===== src/rtl/daq_clkdiv_init_seq.sv =====
// Clock-divider initialisation sequencer.
// Holds the divider in reset for at least MIN_RST_CYC cycles, then waits for a
// synchronized LOCKED to stay high for LOCK_STABLE consecutive cycles. A lock
// attempt that times out is retried up to MAX_RETRY times before reporting
// LOCK_ERR. A lock loss while DONE re-enters reset and sets a sticky LOCK_LOST.
// CDV_INIT high forces the reset hold from any state.
module daq_clkdiv_init_seq #(
   parameter int MIN_RST_CYC  = 8,
   parameter int LOCK_STABLE  = 16,
   parameter int LOCK_TIMEOUT = 1024,
   parameter int MAX_RETRY    = 3
) (
   input  logic       CLK,
   input  logic       RST,
   input  logic       CDV_INIT,
   input  logic       LOCKED,
   output logic       DIV_RST,
   output logic       CDV_DONE,
   output logic       LOCK_ERR,
   output logic       LOCK_LOST,
   output logic [1:0] RETRY_CNT,
   output logic [1:0] DIVI_STATE
);

   localparam int HOLD_W = $clog2(MIN_RST_CYC + 1);
   localparam int STAB_W = $clog2(LOCK_STABLE + 1);
   localparam int TMO_W  = $clog2(LOCK_TIMEOUT + 1);

   // Terminal counts: a counter holding the value *_LAST means this is the
   // last cycle of the corresponding window.
   localparam logic [HOLD_W-1:0] HOLD_LAST = HOLD_W'(MIN_RST_CYC - 1);
   localparam logic [STAB_W-1:0] STAB_LAST = STAB_W'(LOCK_STABLE - 1);
   localparam logic [TMO_W-1:0]  TMO_LAST  = TMO_W'(LOCK_TIMEOUT - 1);
   localparam logic [1:0]        RETRY_MAX = 2'(MAX_RETRY);

   typedef enum logic [1:0] {
      ST_RST_HOLD  = 2'b00,
      ST_WAIT_LOCK = 2'b01,
      ST_DONE      = 2'b10,
      ST_FAIL      = 2'b11
   } state_t;

   state_t              r_state;
   state_t              w_nxt;
   logic                r_lock_meta;
   logic                r_lock_s;
   logic                r_init_d;
   logic [HOLD_W-1:0]   r_hold_cnt;
   logic [STAB_W-1:0]   r_stab_cnt;
   logic [TMO_W-1:0]    r_tmo_cnt;
   logic [1:0]          r_retry;
   logic                r_div_rst;
   logic                r_cdv_done;
   logic                r_lock_err;
   logic                r_lock_lost;

   logic                w_init_rise;
   logic                w_lock_ok;
   logic                w_timeout;
   logic                w_retry_inc;
   logic                w_lost;

   assign w_init_rise = CDV_INIT & ~r_init_d;
   assign w_lock_ok   = (r_state == ST_WAIT_LOCK) && r_lock_s && (r_stab_cnt == STAB_LAST);
   assign w_timeout   = (r_state == ST_WAIT_LOCK) && (r_tmo_cnt == TMO_LAST);

   // Two-flop synchronizer for the asynchronous lock input, plus CDV_INIT history.
   always_ff @(posedge CLK or posedge RST) begin
      if (RST) begin
         r_lock_meta <= 1'b0;
         r_lock_s    <= 1'b0;
         r_init_d    <= 1'b0;
      end else begin
         r_lock_meta <= LOCKED;
         r_lock_s    <= r_lock_meta;
         r_init_d    <= CDV_INIT;
      end
   end

   // State register.
   always_ff @(posedge CLK or posedge RST) begin
      if (RST) begin
         r_state <= ST_RST_HOLD;
      end else begin
         r_state <= w_nxt;
      end
   end

   // Next-state logic; CDV_INIT overrides every other transition, and lock
   // completion beats a coincident timeout.
   always_comb begin
      w_nxt       = r_state;
      w_retry_inc = 1'b0;
      w_lost      = 1'b0;
      if (CDV_INIT) begin
         w_nxt = ST_RST_HOLD;
      end else begin
         case (r_state)
            ST_RST_HOLD: begin
               if (r_hold_cnt >= HOLD_LAST) w_nxt = ST_WAIT_LOCK;
            end
            ST_WAIT_LOCK: begin
               if (w_lock_ok) begin
                  w_nxt = ST_DONE;
               end else if (w_timeout) begin
                  if (r_retry < RETRY_MAX) begin
                     w_nxt       = ST_RST_HOLD;
                     w_retry_inc = 1'b1;
                  end else begin
                     w_nxt = ST_FAIL;
                  end
               end
            end
            ST_DONE: begin
               if (!r_lock_s) begin
                  w_nxt  = ST_RST_HOLD;
                  w_lost = 1'b1;
               end
            end
            default: w_nxt = r_state;
         endcase
      end
   end

   // Phase counters: cleared on entry to their state, saturating while in it.
   always_ff @(posedge CLK or posedge RST) begin
      if (RST) begin
         r_hold_cnt <= '0;
         r_stab_cnt <= '0;
         r_tmo_cnt  <= '0;
      end else begin
         if (r_state != ST_RST_HOLD || w_nxt != ST_RST_HOLD)
            r_hold_cnt <= '0;
         else if (r_hold_cnt < HOLD_LAST)
            r_hold_cnt <= r_hold_cnt + 1'b1;

         if (r_state != ST_WAIT_LOCK || w_nxt != ST_WAIT_LOCK || !r_lock_s)
            r_stab_cnt <= '0;
         else if (r_stab_cnt < STAB_LAST)
            r_stab_cnt <= r_stab_cnt + 1'b1;

         if (r_state != ST_WAIT_LOCK || w_nxt != ST_WAIT_LOCK)
            r_tmo_cnt <= '0;
         else if (r_tmo_cnt < TMO_LAST)
            r_tmo_cnt <= r_tmo_cnt + 1'b1;
      end
   end

   // Retry count and sticky lock-lost flag; a new CDV_INIT request starts a fresh sequence.
   always_ff @(posedge CLK or posedge RST) begin
      if (RST) begin
         r_retry     <= '0;
         r_lock_lost <= 1'b0;
      end else begin
         if (w_init_rise)
            r_retry <= '0;
         else if (w_retry_inc)
            r_retry <= r_retry + 1'b1;

         if (w_init_rise)
            r_lock_lost <= 1'b0;
         else if (w_lost)
            r_lock_lost <= 1'b1;
      end
   end

   // Status outputs decoded from the next state so they move with the state register.
   always_ff @(posedge CLK or posedge RST) begin
      if (RST) begin
         r_div_rst  <= 1'b1;
         r_cdv_done <= 1'b0;
         r_lock_err <= 1'b0;
      end else begin
         r_div_rst  <= (w_nxt == ST_RST_HOLD);
         r_cdv_done <= (w_nxt == ST_DONE);
         r_lock_err <= (w_nxt == ST_FAIL);
      end
   end

   assign DIV_RST    = r_div_rst;
   assign CDV_DONE   = r_cdv_done;
   assign LOCK_ERR   = r_lock_err;
   assign LOCK_LOST  = r_lock_lost;
   assign RETRY_CNT  = r_retry;
   assign DIVI_STATE = r_state;

endmodule


===== config.mk =====
export PLATFORM = sky130hd
export DESIGN_NAME = daq_clkdiv_init_seq
export DESIGN_NICKNAME = d
export VERILOG_FILES = /design/src/rtl/daq_clkdiv_init_seq.sv
export SDC_FILE = /design/constraint.sdc
export NUM_CORES = 1
export LEC_CHECK = 0
export ABC_AREA = 1
export CORE_UTILIZATION = 57
export DETAILED_ROUTE_END_ITERATION = 10
export PLACE_DENSITY_LB_ADDON = 0.15
export SLEW_MARGIN = 5
export SYNTH_ARGS = -nofsm -noshare
export SYNTH_HDL_FRONTEND = slang
export SYNTH_SLANG_ARGS = --single-unit

===== constraint.sdc =====
create_clock -name CLK -period 2.25 [get_ports CLK]
set_input_delay 0.45 -clock CLK [delete_from_list [all_inputs] [get_ports CLK]]
set_output_delay 0.45 -clock CLK [all_outputs]
set_load 0.01 [all_outputs]

Word level (Yosys, flattened, before mapping)
Index checks and enable logic that the tools add are counted.
{ "totals": {"regBits": 31, "inputBits": 4, "word_cells": 72} }
{ "classes": {"n_addsub": 4, "order_cmp": 5, "eq_ne": 8, "n_mux": 25, "bitwise_logic": 2, "reduce_logical": 16} }
{ "op_table": {"columns": ["operator", "count"], "rows": [
  ["$mux W11", 2],
  ["$mux W2", 8],
  ["$reduce_bool A2 Y1", 7],
  ["$add A11 B1 Y11 const B", 1],
  ["$eq A11 B10 Y1 const B", 1],
  ["$lt A11 B10 Y1 const B", 1],
  ["$mux W1", 10],
  ["$mux W5", 2],
  ["$mux W4", 2],
  ["$eq A2 B2 Y1 const B", 3],
  ["$pmux W2 S3", 1],
  ["$add A5 B1 Y5 const B", 1],
  ["$eq A5 B4 Y1 const B", 1],
  ["$lt A5 B4 Y1 const B", 1],
  ["$add A4 B1 Y4 const B", 1],
  ["$ge A4 B3 Y1 const B", 1],
  ["$logic_not A2 Y1", 2],
  ["$lt A4 B3 Y1 const B", 1],
  ["$ne A2 B1 Y1 const B", 2],
  ["$logic_and A1 B1 Y1", 3],
  ["$logic_or A1 B1 Y1", 3],
  ["$add A2 B1 Y2 const B", 1],
  ["$eq A2 B1 Y1 const B", 1],
  ["$lt A2 B2 Y1 const B", 1],
  ["3 further kinds", 3]
]} }

Depth between registers and ports, before layout
Gate-level depths: netlist (run 1).
{ "logic_depth": {"depth_word": 10, "ltp_mapped": 10, "mapped_depth_nobuf": 10} }

Least setup slack after synthesis (run 1)
No wires, ideal clock.
{ "synth_path": {"kind": "reg-to-reg", "start": "register r_stab_cnt[0]", "end": "register r_stab_cnt[0]", "setup_time_ns": 0.073, "arrival_ns": 1.612, "setup_slack_ns": 0.565, "path_stages_with_launch": 11, "n_path_buf": 0, "cell_sequence": "dfrtp_1 ha_1 and3_1 ha_1 nand2_1 nor2_1 nor2_1 nand2_1 a21oi_4 nand3_2 nor2_1"} }
{ "synth_between": {"elab_chain_cells": 9, "word_cells_on_any_way": 13} }
{ "synth_lines": {"columns": ["element", "line", "text"], "rows": [
  ["start, declared", "49", "logic [STAB_W-1:0] r_stab_cnt;"],
  ["start signal, assigned", "140", "r_stab_cnt <= r_stab_cnt + 1'b1;"],
  ["$eq A5 B4 Y1", "64", "assign w_lock_ok = (r_state == ST_WAIT_LOCK) && r_lock_s && (r_stab_cnt == STAB_LAST);"],
  ["$logic_and A1 B1 Y1", "64", null],
  ["$mux W2", "103", "if (w_lock_ok) begin"],
  ["$pmux W2 S3", "98", "case (r_state)"],
  ["$mux W2", "95", "if (CDV_INIT) begin"],
  ["$ne A2 B1 Y1", "137", "if (r_state != ST_WAIT_LOCK || w_nxt != ST_WAIT_LOCK || !r_lock_s)"],
  ["$logic_or A1 B1 Y1 (2 in series)", "137", null],
  ["$mux W5 or $reduce_bool A2 Y1 (tied branches)", null, null]
]} }
Several ways; a longest one is shown, not always the timed one. The select of a mux whose other input is x is not followed.
A chain may end at the register's enable or synchronous reset.

Worst setup path in the final report (run 1)
{ "layout_path": {"start": "register r_stab_cnt[0]", "end": "register r_tmo_cnt[2]"} }
{ "layout_between": {"elab_chain_cells": 8, "word_cells_on_any_way": 9} }
{ "layout_lines": {"columns": ["element", "line", "text"], "rows": [
  ["$eq A5 B4 Y1 *", "64", null],
  ["$logic_and A1 B1 Y1 *", "64", null],
  ["$mux W2 *", "103", null],
  ["$pmux W2 S3 *", "98", null],
  ["$mux W2 *", "95", null],
  ["net w_nxt[0]", "44", "state_t w_nxt;"],
  ["$ne A2 B1 Y1 *", "142", "if (r_state != ST_WAIT_LOCK || w_nxt != ST_WAIT_LOCK)"],
  ["$logic_or A1 B1 Y1 *", "142", null],
  ["$mux W11 or $reduce_bool A2 Y1 (tied branches)", null, null],
  ["end signal, assigned", "145", "r_tmo_cnt <= r_tmo_cnt + 1'b1;"],
  ["end, declared", "50", "logic [TMO_W-1:0] r_tmo_cnt;"]
]} }
The timed path passes the listed nets; every way through them passes the cells marked *.

==> metrics list, run 1 <==
- Result of the run: complete, no violations
- Critical Path Fanout Max: 10
- Number of CTS-inserted buffers: 5
- Pin count of the biggest net entering global routing: 32
* Classification of the worst-slack hold path: register to register
* DR vias/cell: 5.39
- Measured along the y axis, the die boundary spans 54.2 um.
- Remaining routing DRC violations: 0
* Die Footprint: 0.00293 sq mm
- In this run the cell area measured after placement is 0.00171 sq mm.
* Highest ir drop seen on vdd: 0.600 mV
* First-iteration detailed-routing DRC count: 22
- The final hold violation count came to 0.
- Summed over all failing endpoints, the final setup total negative slack is 0 ps.
- GRT Residual Overflow: 0
- Counting I/O delays and the setup requirement, the final critical path takes 1850 ps.
- The initial utilization of the core area, before any placement, comes to 0.615.
- The clock passes through at most 2 buffers.
- Rel. slew slack: 0.741
* Post-cts repair resize count: 0
* CORE AREA: 0.00252 sq mm
- The final layout contains routed wiring with a total length of 2940 um.
- Skew-Pair Late Insertion Delay: 340 ps
- After synthesis, the mean cell area works out to 8.96 sq um.
* Via count of the first global-routing pass: 1123
- Nets in the synthesized netlist: 182
- Pre-CTS setup slack: 398 ps
- After routing the design area is 0.00176 sq mm.
* IO Pins: 12
- The analysis attributes to cell leakage a power of 0.843 nW.
* Signed area change from the synthesized netlist to the final layout: 13.6%
* Number of sinks on the clock net: 31
* Max-slew violation count: 0
- Transition time of the tightest slew-check pin: 388 ps
- In this run the clock root is driven by a sky130_fd_sc_hd__clkbuf_4.
- In the synthesized netlist the async set-or-reset flop fraction comes to 1.00.
* Fill cells: 207
* Final setup violation count: 0
- The first global-routing pass estimated 4570 um of wire.
- Number of distinct library cells after synthesis: 30
- Combined area of all synthesized cells: 0.00155 sq mm
- Global Route Usage Sum: 0.233
* Setup repair after global routing missed its margin: no
* Final estimated routing congestion in global placement: 0.734
- Number of port buffers: 11
- Setup slack on the critical path of the routed design comes to 400 ps.
- Synth warnings: 0
- Once detail routing completed, the nets flagged for antenna violations numbered 0.
- For this design, the CTS-stage hold fixing added 0 buffers.
- Critical path class: register to register
- The net count of the finished layout is 201.
- Clock Pin Slew Worst Setup and Hold Paths: 90 ps
* Via count: 1197
- For this run, the top clock speed supported by timing is 0.541 GHz.
* Count of flip-flops with a built-in enable after synthesis: 0
* Leading register cell type out of synthesis: sky130_fd_sc_hd__dfrtp_1
- The initial antenna violation count came to 0.
- Sequential element share of the synthesized area: 0.501
* Startpoint type of the worst setup path: register
- Arrival time reported for the critical path endpoint: 2120 ps
- Before antenna repair, the detailed router went through 4 iterations.
- STA puts the critical path data required time at 2520 ps.
* Synthesized netlist cell count: 173
- Standard-cell rows: 18
- Detailed-route wire length per cell: 13.2 um
- The number of antenna diodes in the final layout is 0.
* Chip width: 54.2 um
- Dividing the final minimum period by the clock period gives 0.822.
- Flop and latch count out of synthesis: 31
- In this run the power density over the cells is 759 mW/mm^2.
- Across the run, the number of max-cap violations was 0.
- TritonCTS built the clock tree.
- The worst setup path is captured at a register.
* Post-detail-place hpwl: 2210 um
- Hold timing on the final database bottoms out at a slack of 366 ps.
- Setup clock skew after layout: 11.0 ps
- In the final layout, the share of cells above drive strength 1 is 0.151.
* H-Tree Depth: 2
* Count of buffers added by post-CTS timing repair for setup: 0
-- worst max-delay path, cell delays in order, from the launching register on --
cell                      delay, ps
sky130_fd_sc_hd__dfrtp_1        420
sky130_fd_sc_hd__ha_1           230
sky130_fd_sc_hd__and3_1         180
sky130_fd_sc_hd__ha_1           190
sky130_fd_sc_hd__a21oi_1        190
sky130_fd_sc_hd__nand2_2        100
sky130_fd_sc_hd__a21oi_4        200
sky130_fd_sc_hd__nand2_4        140
sky130_fd_sc_hd__nor2_1         140
-- flip-flops by register name, indices dropped and copies added (netlist names), 2 cells and up --
name / cells
DIVI_STATE: 2
RETRY_CNT: 2
r_hold_cnt: 4
r_stab_cnt: 5
r_tmo_cnt: 11
-- path summary, 6_finish.rpt --
path | start | endpoint | slack (ps) | cells past startpoint
min reg2reg | r_lock_meta$_DFF_PP0_ | r_lock_s$_DFF_PP0_ | 370 | 0
max in group asynchronous | RST | DIV_RST$_DFF_PP1_ | 1430 | 3
max | r_stab_cnt[0]$_DFFE_PP0P_ | r_tmo_cnt[2]$_DFFE_PP0P_ | 400 | 8
min | r_lock_meta$_DFF_PP0_ | r_lock_s$_DFF_PP0_ | 370 | 0
max reg2reg | r_stab_cnt[0]$_DFFE_PP0P_ | r_tmo_cnt[2]$_DFFE_PP0P_ | 400 | 8
min in group asynchronous | RST | r_tmo_cnt[3]$_DFFE_PP0P_ | 480 | 3
-- routing by layer --
layer / up-vias / share of wire / track usage
li1: 604 / - / -
met1: 565 / 0.42 / 0.242
met2: 23 / 0.52 / 0.402
met3: 5 / 0.037 / 0.0932
met4: 0 / 0.023 / 0.115
met5: - / 0 / 0
-- synth_stat cells, types with 3 or more instances --
cell type                  n  area share
sky130_fd_sc_hd__xor2_1    3       0.017
sky130_fd_sc_hd__nand3_1  15       0.048
sky130_fd_sc_hd__inv_1    19       0.046
sky130_fd_sc_hd__ha_1      5       0.040
sky130_fd_sc_hd__nand2_2   3       0.012
sky130_fd_sc_hd__nor2_1   28       0.068
sky130_fd_sc_hd__nand2_1  26       0.063
sky130_fd_sc_hd__nor2_2    3       0.012
sky130_fd_sc_hd__o21ai_0   4       0.013
sky130_fd_sc_hd__inv_2     4      0.0097
sky130_fd_sc_hd__dfrtp_1  30        0.48
sky130_fd_sc_hd__a21oi_1   8       0.026
-- metrics by stage --
step	utilization	total power, W	std cells
2_1_floorplan	-	0.000920	173
3_3_place_gp	0.676	0.00100	215
3_5_place_dp	0.676	0.00102	215
4_1_cts	0.698	0.00135	222
5_1_grt	0.698	0.00142	222
6_report	0.698	0.00134	222
-- kinds of logic (layout without fill, tap and decap cells) --
family          Yosys count  count (layout)  share of synthesized area
simple gates             87              87                      0.270
buf+inv                  23              42                     0.0557
fa+ha+maj                 5               5                     0.0404
compound gates           22              22                      0.105
xor+xnor                  5               5                     0.0283
flops                    31              31                      0.501
-- report_power, final --
group	switching, W	internal, W	leakage, nW	total [W]
logic	0.000208	0.000138	0.391	0.000347
registers	0.0000473	0.000615	0.417	0.000663
clock network	0.000183	0.000144	0.0341	0.000328
total	0.000439	0.000898	0.843	0.00134
-- cell usage in the layout, fill, tap and decap left out, types with 2 or more instances in the layout --
cell / count
sky130_fd_sc_hd__nand2_1: 26
sky130_fd_sc_hd__a21oi_2: 2
sky130_fd_sc_hd__nand3_2: 2
sky130_fd_sc_hd__a21oi_1: 8
sky130_fd_sc_hd__nand3_1: 15
sky130_fd_sc_hd__nand2_4: 2
sky130_fd_sc_hd__clkbuf_4: 5
sky130_fd_sc_hd__inv_2: 4
sky130_fd_sc_hd__a21oi_4: 2
sky130_fd_sc_hd__xnor2_1: 2
sky130_fd_sc_hd__inv_1: 19
sky130_fd_sc_hd__dfrtp_1: 30
sky130_fd_sc_hd__clkdlybuf4s50_1: 11
sky130_fd_sc_hd__nand4_1: 2
sky130_fd_sc_hd__a41oi_1: 2
sky130_fd_sc_hd__ha_1: 5
sky130_fd_sc_hd__nor2_2: 3
sky130_fd_sc_hd__nor2_1: 28
sky130_fd_sc_hd__nand2_2: 3
sky130_fd_sc_hd__o21ai_0: 4
sky130_fd_sc_hd__xor2_1: 3
-- area by class of cell --
cell class              instances  area [sq um]  share of cell area
inverters                      23          86.3              0.0490
multi-input cells             119           687               0.390
flip-flops and latches         31           777               0.441
clock inverters                 1          5.00             0.00284
clock buffers                   6          51.3              0.0291
repair buffers                 12           118              0.0668
well taps                      30          37.5              0.0213
(Power assumes the default switching activity.)
==> run 2: changes to the inputs <==
--- a/config.mk
+++ b/config.mk
@@ -6,7 +6,7 @@
 export NUM_CORES = 1
 export LEC_CHECK = 0
 export ABC_AREA = 1
-export CORE_UTILIZATION = 57
+export CORE_UTILIZATION = 51
 export DETAILED_ROUTE_END_ITERATION = 10
 export PLACE_DENSITY_LB_ADDON = 0.15
 export SLEW_MARGIN = 5
==> constraint.sdc (replaced) <==
create_clock -name CLK -period 1.5 [get_ports CLK]
set_input_delay 0.3 -clock CLK [delete_from_list [all_inputs] [get_ports CLK]]
set_output_delay 0.3 -clock CLK [all_outputs]
set_load 0.01 [all_outputs]
==> metrics list, run 2 (same netlist as run 1, synthesis figures left out) <==
- Result of the run: complete, but fails checks
* Violated checks: DRC, setup timing
- Fin util: 0.724
* Skew-Pair Late Insertion Delay: 330 ps
- In the global route stage, overall resource usage came out at 0.218.
- Die Footprint: 0.00326 sq mm
* Arrival time reported for the critical path endpoint: 1990 ps
- The total area inside the core boundary comes to 0.00283 sq mm.
- Critical-path top delay cell: sky130_fd_sc_hd__dfrtp_1
- Detailed-route wire length per cell: 13.6 um
* Fraction of layout instances using a drive strength above 1: 0.336
- Remaining antenna violation count: 0
* Crit. Startpoint: r_stab_cnt[0]$_DFFE_PP0P_
- At the worst endpoint, the required time is 1760 ps.
* Root buf cell: sky130_fd_sc_hd__clkbuf_4
* Rel. slew slack: 0.703
- Final worst path period share: 1.15
- The initial antenna violation count is 0.
- Power density relative to cell area: 1090 mW/mm^2
- For met2 alone, demand over resource in global routing was 0.356.
- After detailed routing, the total wire length is 3340 um.
* Ant. Diodes: 0
- Of all nets on the critical path, the largest fanout is 5.
- Worst reg2reg path startpoint: r_stab_cnt[0]$_DFFE_PP0P_
- Switching component of the power: 0.000744 W
- End of the worst register-to-register path: r_stab_cnt[3]$_DFFE_PP0P_
- Number of buffers between clock root and the deepest sink: 2
- Max-slew violation count: 0
* Largest incremental delay on the critical path: 390 ps
- The area growth from synthesis to layout is 32.1%.
- Final setup violation count: 27
* First-pass iteration count of the detailed router: 7
- Between clock sinks in the finished design, the worst skew comes to 5.90 ps.
* Post-detail-place hpwl: 2190 um
* Number of cells traversed by the worst register-to-register path: 10
* Highest ir drop seen on vdd: 0.890 mV
* Remaining routing DRC violations: 2
- Via count: 1337
- Chip width: 57.1 um
- WP buf/inv: 0
- The tightest min-delay check is of the primary input to asynchronous set/reset pin type.
* Critical path class: register to register
- Final net count: 222
- The worst setup path is captured at a register.
* Combinational fraction of design power: 0.340
- Grouping stages by cell kind, the critical path spends the most delay in simple AND/OR/NAND/NOR gates.
* Last element of the critical path: r_stab_cnt[3]$_DFFE_PP0P_
- Sw frac: 0.333
- Setup repair after global routing could not meet its margin everywhere.
* Effective utilization at floorplan: 0.548
- Summed over all layers, the global routing overflow is 0.
- The final hold violation count was 0.
- FF+latch area: 779 sq um
* Final critical path time including I/O delays and setup: 1730 ps
- The number of global-route vias before repair came to 1303.
- For this design the top-level I/O count stands at 12.
* Cell-by-cell listing of the critical path: ha_2, and3_4, ha_4, nand2_4, nor2_4, nor2_2, nand2_2, a21oi_4, nand3_2, nor2_1
- Startpoint type of the worst setup path: register
* First-iteration detailed-routing DRC count: 41
* Pin count of the biggest net entering global routing: 32
- Reported max-cap violation count: 0
- Number of port buffers: 11
* Sum of internal, switching and leakage power: 0.00223 W
- Based on the critical path, the design can be clocked at up to 0.580 GHz.
* DR vias/cell: 5.46
* Number of placed cells counting well taps: 230
- Met3 Use GR: 0.0680
- In this run the static leakage power is 1.04 nW.
- Count of non-filler cells in the finished layout: 245
- H-Tree Depth: 2
* Leading cell types in the layout, fill and taps excluded: 28 x sky130_fd_sc_hd__dfrtp_1, 22 x sky130_fd_sc_hd__nor2_1, 20 x sky130_fd_sc_hd__nand2_1
- Fill cells: 205
* Standard-cell rows: 19
* Cell-internal power: 0.00149 W
* First-pass GRT wire length: 5390 um
- For the pin with the worst max-slew slack, the measured transition is 442 ps.
- Total non-filler cell area in the finished layout: 0.00205 sq mm
* Largest register FFs: 11
- In the final layout, the multi-input gates occupy 791 sq um.
- Register-to-register setup slack: -230 ps
- CTS saw 31 sinks.
- Biggest regs: r_tmo_cnt x11, r_stab_cnt x5, r_hold_cnt x4
- Ranked by flip-flop count, first place goes to r_tmo_cnt.
- For met1 alone, demand over resource in global routing was 0.265.
* Commonest non-fill, non-tap cell in the layout: sky130_fd_sc_hd__dfrtp_1
- After clock tree synthesis, the clock-pin slew on the worst setup and hold paths is 90 ps.
* CTS tree: built
* Final worst slack: -225 ps
- The critical path crosses 10 cells after its start point.
- The share of total power dissipated in sequential elements is 0.436.
- Busiest layer in global routing: met2
- Routability-driven placement finished with a final weighted congestion of 0.855.
* Number of CTS-inserted buffers: 5
* Clock share of power: 0.224
* Die Ht: 57.1 um
* Post-place instance area: 0.00184 sq mm
==> run 2: cell types whose count changed in the layout (fill, tap and decap cells not counted), sizes merged <==
cell,change
dlymetal6s2s,+1
clkdlybuf4s50,-8
buf,+21
dlygate4sd2,+7
clkbuf,+1
==> run 2: routing by layer <==
| layer | up-vias | wire [um] |
|---|---|---|
| met4 | 0 | 53 |
| li1 | 647 | - |
| met3 | 8 | 143 |
| met1 | 651 | 1430 |
| met5 | - | 0 |
| met2 | 31 | 1710 |
==> run 2: worst min-delay path by stage <==
stage | endpoint | slack, ps | cells past startpoint
detailed placement | r_lock_s$_DFF_PP0_ | 340 | 0
finish | r_init_d$_DFF_PP0_ | 310 | 3
floorplan | r_lock_s$_DFF_PP0_ | 330 | 0
CTS | r_stab_cnt[2]$_DFFE_PP0P_ | 310 | 3
global route | r_lock_s$_DFF_PP0_ | 330 | 3
global placement | r_lock_s$_DFF_PP0_ | 340 | 0
==> run 2: final cells by class <==
| class | instances | area share |
|---|---|---|
| repair buffers | 33 | 0.143 |
| inverters | 23 | 0.0422 |
| multi-input cells | 119 | 0.386 |
| flip-flops and latches | 31 | 0.381 |
| well taps | 31 | 0.0189 |
| clock buffers | 7 | 0.0269 |
| clock inverters | 1 | 0.00244 |
==> run 2: power groups by stage <==
stage	Sequential, W	Clock [W]	Combinational, W
floorplan	0.00101	0	0.000371
global placement	0.000998	0	0.000588
detailed placement	0.00100	0	0.000613
CTS	0.000972	0.000508	0.000639
global route	0.000987	0.000541	0.000830
finish	0.000974	0.000501	0.000760
==> run 2: metrics by stage <==
| step | setup slack [ps] | hold slack (ps) | TNS, ps |
|---|---|---|---|
| 6_report | -225 | 312 | -4810 |
| 4_1_cts | -194 | 313 | -3570 |
| 2_1_floorplan | -145 | 331 | -2060 |
| 3_3_place_gp | -192 | 335 | -3260 |
| 3_5_place_dp | -239 | 337 | -4270 |
| 5_1_grt | -329 | 334 | -6990 |
==> run 2: repair_timing <==
action	CTS	global route
setup buffers	4	3
cloned	0	0
hold buffers	0	0
pin swaps	7	6
resized for setup	14	22
setup endpoints to repair	33	28
==> run 2: tightest hold or removal path, delay by kind of cell <==
family / cells / cell delay (ps)
buffers and inverters: 3 / 690
